<file path="src/rtl/seq_shift_add_mult.sv">
// seq_shift_add_mult: sequential unsigned shift-and-add multiplier.
// One partial-product row per cycle: the multiplicand is AND-gated by the
// current multiplier bit and ripple-added into the upper half of the
// accumulator. The carry-extended sum is then shifted right with the lower half.
// After WIDTH iterations the accumulator holds a*b. That value is
// captured into product and flagged by a one-cycle done pulse.
module seq_shift_add_mult #(
   parameter int WIDTH = 4
) (
   input  logic                 clk,
   input  logic                 rst,
   input  logic                 start,
   input  logic [WIDTH-1:0]     a,
   input  logic [WIDTH-1:0]     b,
   output logic                 busy,
   output logic                 done,
   output logic [2*WIDTH-1:0]   product
);

   localparam int CNT_W = $clog2(WIDTH) + 1;

   typedef enum logic [1:0] {
      S_IDLE = 2'd0,
      S_RUN  = 2'd1,
      S_DONE = 2'd2
   } state_t;

   state_t                state, state_nxt;
   logic                  load;
   logic [WIDTH-1:0]      mcand;
   logic [2*WIDTH-1:0]    acc;
   logic [2*WIDTH-1:0]    acc_shift;
   logic [WIDTH:0]        row_sum;
   logic [CNT_W-1:0]      cnt;
   logic                  last;

   // Partial-product row: multiplicand gated by a single multiplier bit.
   function automatic logic [WIDTH-1:0] pp_row(input logic [WIDTH-1:0] m,
                                               input logic             bit_sel);
      pp_row = m & {WIDTH{bit_sel}};
   endfunction

   // Row add keeping the carry-out as an extra MSB, so it survives the shift.
   function automatic logic [WIDTH:0] row_add(input logic [WIDTH-1:0] hi,
                                              input logic [WIDTH-1:0] pp);
      row_add = {1'b0, hi} + {1'b0, pp};
   endfunction

   // Combinational row add and right shift for the current iteration.
   always_comb begin
      row_sum   = row_add(acc[2*WIDTH-1:WIDTH], pp_row(mcand, acc[0]));
      acc_shift = {row_sum, acc[WIDTH-1:1]};
      last      = (cnt == CNT_W'(WIDTH - 1));
   end

   // Next-state logic; a start is accepted whenever the unit is not running,
   // which lets a new operation begin in the done cycle.
   always_comb begin
      state_nxt = state;
      load      = 1'b0;
      case (state)
         S_IDLE: begin
            if (start) begin
               state_nxt = S_RUN;
               load      = 1'b1;
            end
         end
         S_RUN: begin
            if (last) begin
               state_nxt = S_DONE;
            end
         end
         S_DONE: begin
            if (start) begin
               state_nxt = S_RUN;
               load      = 1'b1;
            end else begin
               state_nxt = S_IDLE;
            end
         end
         default: begin
            state_nxt = S_IDLE;
         end
      endcase
   end

   // State register.
   always_ff @(posedge clk) begin
      if (rst) begin
         state <= S_IDLE;
      end else begin
         state <= state_nxt;
      end
   end

   // Operand latch, accumulator iteration, iteration counter and result capture.
   // Reset also clears product so that an aborted operation leaves no result.
   always_ff @(posedge clk) begin
      if (rst) begin
         mcand   <= '0;
         acc     <= '0;
         cnt     <= '0;
         product <= '0;
      end else if (load) begin
         mcand <= a;
         acc   <= {{WIDTH{1'b0}}, b};
         cnt   <= '0;
      end else if (state == S_RUN) begin
         acc <= acc_shift;
         cnt <= cnt + CNT_W'(1);
         if (last) begin
            product <= acc_shift;
         end
      end
   end

   // Status outputs decode directly from the state register.
   always_comb begin
      busy = (state == S_RUN);
      done = (state == S_DONE);
   end

endmodule

</file>
<file path="config.mk">
export PLATFORM = sky130hd
export DESIGN_NAME = seq_shift_add_mult
export DESIGN_NICKNAME = d
export VERILOG_FILES = /design/src/rtl/seq_shift_add_mult.sv
export SDC_FILE = /design/constraint.sdc
export NUM_CORES = 1
export LEC_CHECK = 0
export BUFFER_PORTS_ARGS = -buffer_cell sky130_fd_sc_hd__buf_2
export CORE_MARGIN = 5
export CORE_UTILIZATION = 43
export CTS_BUF_LIST = sky130_fd_sc_hd__clkbuf_4 sky130_fd_sc_hd__clkbuf_8
export DETAILED_ROUTE_END_ITERATION = 8
export GPL_TIMING_DRIVEN = 0
export MAX_ROUTING_LAYER = met4
export REMOVE_ABC_BUFFERS = 1
export SKIP_LAST_GASP = 1
export SYNTH_ARGS = -nofsm -noshare
export SYNTH_HDL_FRONTEND = slang
export SYNTH_SLANG_ARGS = --single-unit
</file>
<file path="constraint.sdc">
create_clock -name clk -period 5.1 [get_ports clk]
set_clock_uncertainty 0.15 [all_clocks]
set_input_delay 1.53 -clock clk [delete_from_list [all_inputs] [get_ports clk]]
set_output_delay 1.53 -clock clk [all_outputs]
set_load 0.005 [all_outputs]
</file>
* Word level (Yosys, flattened, before mapping)
Cells that the tools add are included.
** Storage, ports and cells
- Bits in registers :: 25
- Bits of input ports :: 11
- Output and inout port bits :: 10
- Logic and storage cells :: 29
** Cells by class
- Add/sub/neg operators :: 2
- Equal/unequal tests :: 5
- Multiplexer cells :: 8
- Bitwise logic cells :: 2
- Reduce and logical (&&, ||, !) cells :: 6
** Operators with widths (number)
- $mux W4 :: 2
- $pmux W2 S3 :: 1
- $add A4 B4 Y5 :: 1
- $and A4 B4 Y4 :: 1
- $mux W2 :: 2
- $reduce_or A2 Y1 :: 2
- $add A3 B1 Y3 const B :: 1
- $eq A3 B2 Y1 const B :: 1
- $mux W1 :: 3
- $reduce_and A3 Y1 :: 1
- $eq A2 B1 Y1 const B :: 1
- $eq A2 B2 Y1 const B :: 1
- $logic_not A2 Y1 :: 1
- $ne A2 B1 Y1 const B :: 1
- $ne A2 B2 Y1 const B :: 1
- $reduce_and A2 Y1 :: 1
- $reduce_bool A2 Y1 :: 1
- $not A1 Y1 :: 1

* Logic depth before layout (Yosys ltp)
- Depth in word-level cells :: 5
- Mapped depth :: 8
- Depth with buffers taken out :: 8

* Least setup slack after synthesis
OpenSTA, ideal clock, no wires.
- Path kind :: in2reg
- From :: in start
- To :: reg acc[6]
- Setup time :: 0.062 ns
- Arrival time :: 2.308 ns
- Slack :: 2.580 ns
- Cell stages on the path :: 5
- Cells stage by stage :: nand2b_1 -> buf_6 -> nand2_4 -> or4_1 -> nand3_1
** On the way
- Longest elaborated chain between the ends :: 3
** Ends and longest elaborated chain
- start, declared :: line 12 : input logic start,
- $mux W1 :: line 63, 74
- $mux W1
- $reduce_or A2 Y1 (no source line)
- end signal, assigned :: line 106 : acc <= {{WIDTH{1'b0}}, b};
- end signal, assigned :: line 109 : acc <= acc_shift;
- end, declared :: line 31 : logic [2*WIDTH-1:0] acc;
Every way passes these cells.
A chain may end at the register's enable or synchronous reset.

* Worst setup path in the final report
- From :: reg state[1]
- To :: out busy
** On the way
- Longest elaborated chain between the ends :: 1
** Ends and longest elaborated chain
- start, declared :: line 28 : state_t state, state_nxt;
- start signal, assigned :: line 92 : state <= state_nxt;
- $eq A2 B1 Y1 :: line 119 : busy = (state == S_RUN);
- end, declared :: line 15 : output logic busy,
Every way passes these cells.

==> flow_summary_export.csv <==
group,metric,value,unit
sta,hold_violations,0,
critical_path,cp.required,3.42,ns
floorplan,die_area,3670,um^2
sta,fin_setup_tns,0,ns
synthesis,async_flop_share,0,%
synthesis,syn_area,1100,um^2
worst_hold_path,holdPathStages,2,
synthesis,synthDistinctLibCells,25,
sta,final.min_clock_period,3.14,ns
floorplan,initial_core_util,44.8,%
detailed_routing,drtPass1Iterations,4,
sta,fmax,318,MHz
sta,setup_viol,0,
detailed_routing,num_vias,906,
cells_and_area,area_delta_synth_final,12.0,%
cells_and_area,stdcell_area,1230,um^2
detailed_routing,drtIter0Drc,36,
floorplan,pin_count,21,
global_routing,grt_use_total,14.4,%
synthesis,yosysTopAreaCell,"dfxtp_1",
detailed_routing,ant_nets,0,
global_routing,grt.busiest_layer,"met2",
floorplan,core,2450,um^2
synthesis,ys_warn_count,0,
place,port_buffers,20,
synthesis,ys_seq_elements,25,
synthesis,synth_common_cells,"nand2_1 (26), dfxtp_1 (25), nor2_1 (15)",
worst_hold_path,holdPathEnd,"product[2]",
floorplan,die_x,60.5,um
clock_tree,postCtsSetupBuffers,0,
global_routing,antenna_found_initial,0,
clock_tree,cts_tree,"built",
critical_path,worstReg2RegEnd,"product[6]",
critical_path,cp-end-kind,"output port",
worst_hold_path,hp-class,"reg -> reg",
floorplan,placementRows,18,
detailed_routing,route.detailed.drc,0,
clock_tree,clockBufferDepth,2,
clock_tree,cts_resized,0,
sta,worst_slew_pin_slew,0.463,ns
global_routing,grt_pass1_vias,887,
detailed_routing,routedWlPerCell,12.2,um
cells_and_area,fillers,268,
synthesis,synthTopCellsByArea,"dfxtp_1 (46%), nand2_1 (8.9%), ha_1 (6.8%)",
global_routing,grt_max_degree,21,
cells_and_area,antenna_cells,0,
power_and_ir_drop,pwr-share-comb,11.1,%
critical_path,r2r_start,"state[1]",
cells_and_area,layout.nets,169,
power_and_ir_drop,powerDensity,273,nW/um^2
clock_tree,htreeDepth,1,
synthesis,synthFlopType,"dfxtp_1",
critical_path,critPathKind,"reg -> out",
critical_path,crit_fanout,13,
detailed_routing,viasPerCell,5.03,
place,dpl-instance-area,1200,um^2
flow_run,cap_violations,0,
sta,max-slew-margin-rel,69.2,%
clock_tree,cts-root-buf,"clkbuf_4",
clock_tree,cts_hold_buf,0,
floorplan,die_h,60.5,um
place,gp_congestion,0.782,
outcome,outcome,"completed",
clock_tree,cts.sinks,25,
critical_path,critPathLaunchType,"flip-flop",
sta,rsz0062_at_grt,"false",
global_routing,gr-total-overflow,0,
global_routing,grtUsageMet2,23.3,%
power_and_ir_drop,p_seq_share,62.2,%
clock_tree,clkTransAtPathRegs,0.14,ns
synthesis,yosysMostFrequentCell,"nand2_1",
worst_hold_path,hold_start,"product[2]",
synthesis,yosysTopAreaCellShare,45.6,%
synthesis,syn_inst,132,
power_and_ir_drop,p_sw_share,26.2,%
synthesis,seq_area_frac_synth,45.6,%
clock_tree,clk_latency,0.32,ns
global_routing,grt_pass1_wl,3.82,mm
power_and_ir_drop,intPower,0.247,mW
power_and_ir_drop,ir_drop,0.192,mV
global_routing,grtUsageMet1,17.3,%
place,hpwl,1.65,mm
critical_path,crit_arrival,1.46,ns
power_and_ir_drop,p_sw,0.0879,mW
power_and_ir_drop,leakagePower,0.559,nW
synthesis,synth_edf_count,0,
critical_path,worstRegToRegCells,5,
power_and_ir_drop,pwr-share-clk,26.7,%
synthesis,syn_avg_cell_area,8.32,um^2
sta,min_period_over_period,61.6,%
cells_and_area,drive_gt1_share,17.3,%
sta,maxSlewViolCount,0,
global_routing,grt_util_met3,2.55,%
clock_tree,numCtsBuffers,3,
detailed_routing,wirelength,2.20,mm
critical_path,r2r_setup_slack,3.13,ns
-- logic make-up (layout without fill, tap and decap cells) --
| group | after synthesis | in the layout | share of synthesized area (%) |
|---|---|---|---|
| buffers and inverters | 13 | 31 | 5.47 |
| AND/OR/NAND/NOR | 60 | 60 | 25.1 |
| flip-flops | 25 | 25 | 45.6 |
| adder cells (fa/ha/maj) | 7 | 7 | 8.66 |
| XOR/XNOR | 2 | 2 | 1.59 |
| AO/OA/AOI/OAI | 25 | 25 | 13.7 |
-- per-stage QoR --
stage | hold WS [ns] | worst slack [ns] | std cells | power, mW | util (%)
3_3_place_gp | 0.289 | 2.26 | 176 | 0.249 | 49.0
3_5_place_dp | 0.293 | 2.21 | 176 | 0.251 | 49.0
4_1_cts | 0.312 | 1.97 | 180 | 0.338 | 50.1
5_1_grt | 0.335 | 1.87 | 180 | 0.351 | 50.1
6_report | 0.308 | 1.96 | 180 | 0.335 | 50.1
2_1_floorplan | 0.276 | 2.49 | 126 | 0.237 | -
-- critical path, cell delays in order, from the launching register on --
cell and delay (ns):
dfxtp_1 0.35, nand2b_1 0.39, inv_2 0.22, buf_2 0.18
-- how the worst max path moves through the flow --
stage,startpoint,to
floorplan,start,acc[6]
global placement,start,acc[6]
detailed placement,start,acc[6]
CTS,state[1],busy
global route,state[1],busy
finish,state[1],busy
-- sequential cells by signal, summed over array words and instances, names as in the netlist --
register and count:
state 2, cnt 3, acc 8, mcand 4, product 8
-- power groups by stage --
stage / clock (mW) / sequential (mW) / combinational, mW
after floorplan: 0 / 0.212 / 0.0251
final: 0.0893 / 0.209 / 0.0372
after global routing: 0.0974 / 0.210 / 0.0435
after CTS: 0.0912 / 0.209 / 0.0377
after global placement: 0 / 0.213 / 0.0359
after detailed placement: 0 / 0.213 / 0.0377
-- cells in the final DEF (no fill, tap or decap) --
cell type and count:
a211oi_1 5, a21o_1 2, a21oi_1 13, and2_1 4, and2b_1 2, buf_2 20, clkbuf_4 3, clkinv_2 1
dfxtp_1 25, fa_1 1, ha_1 6, inv_1 6, inv_2 1, nand2_1 26, nand2_4 1, nand2b_1 2
nand3_1 2, nand4_1 2, nor2_1 15, nor3_1 4, o211ai_1 1, o22ai_1 4, or4_1 2, xnor2_1 2
-- metal layers --
layer	up-vias	share of wire [%]	wire, um
met3	3	4.3	95
met4	0	1.1	25
li1	476	-	-
met1	411	49	1080
met5	-	0	0
met2	16	45	993
-- cell type report --
| class | instances | area, um^2 | share of cell area (%) |
|---|---|---|---|
| Clock buffer | 3 | 22.5 | 1.83 |
| Clock inverter | 1 | 5.00 | 0.407 |
| Inverter | 7 | 26.3 | 2.14 |
| Multi-Input combinational cell | 94 | 538 | 43.7 |
| Sequential cell | 25 | 500 | 40.7 |
| Tap cell | 30 | 37.5 | 3.05 |
| Timing Repair Buffer | 20 | 100 | 8.14 |
No activity file was read; power rests on OpenSTA's default activity.
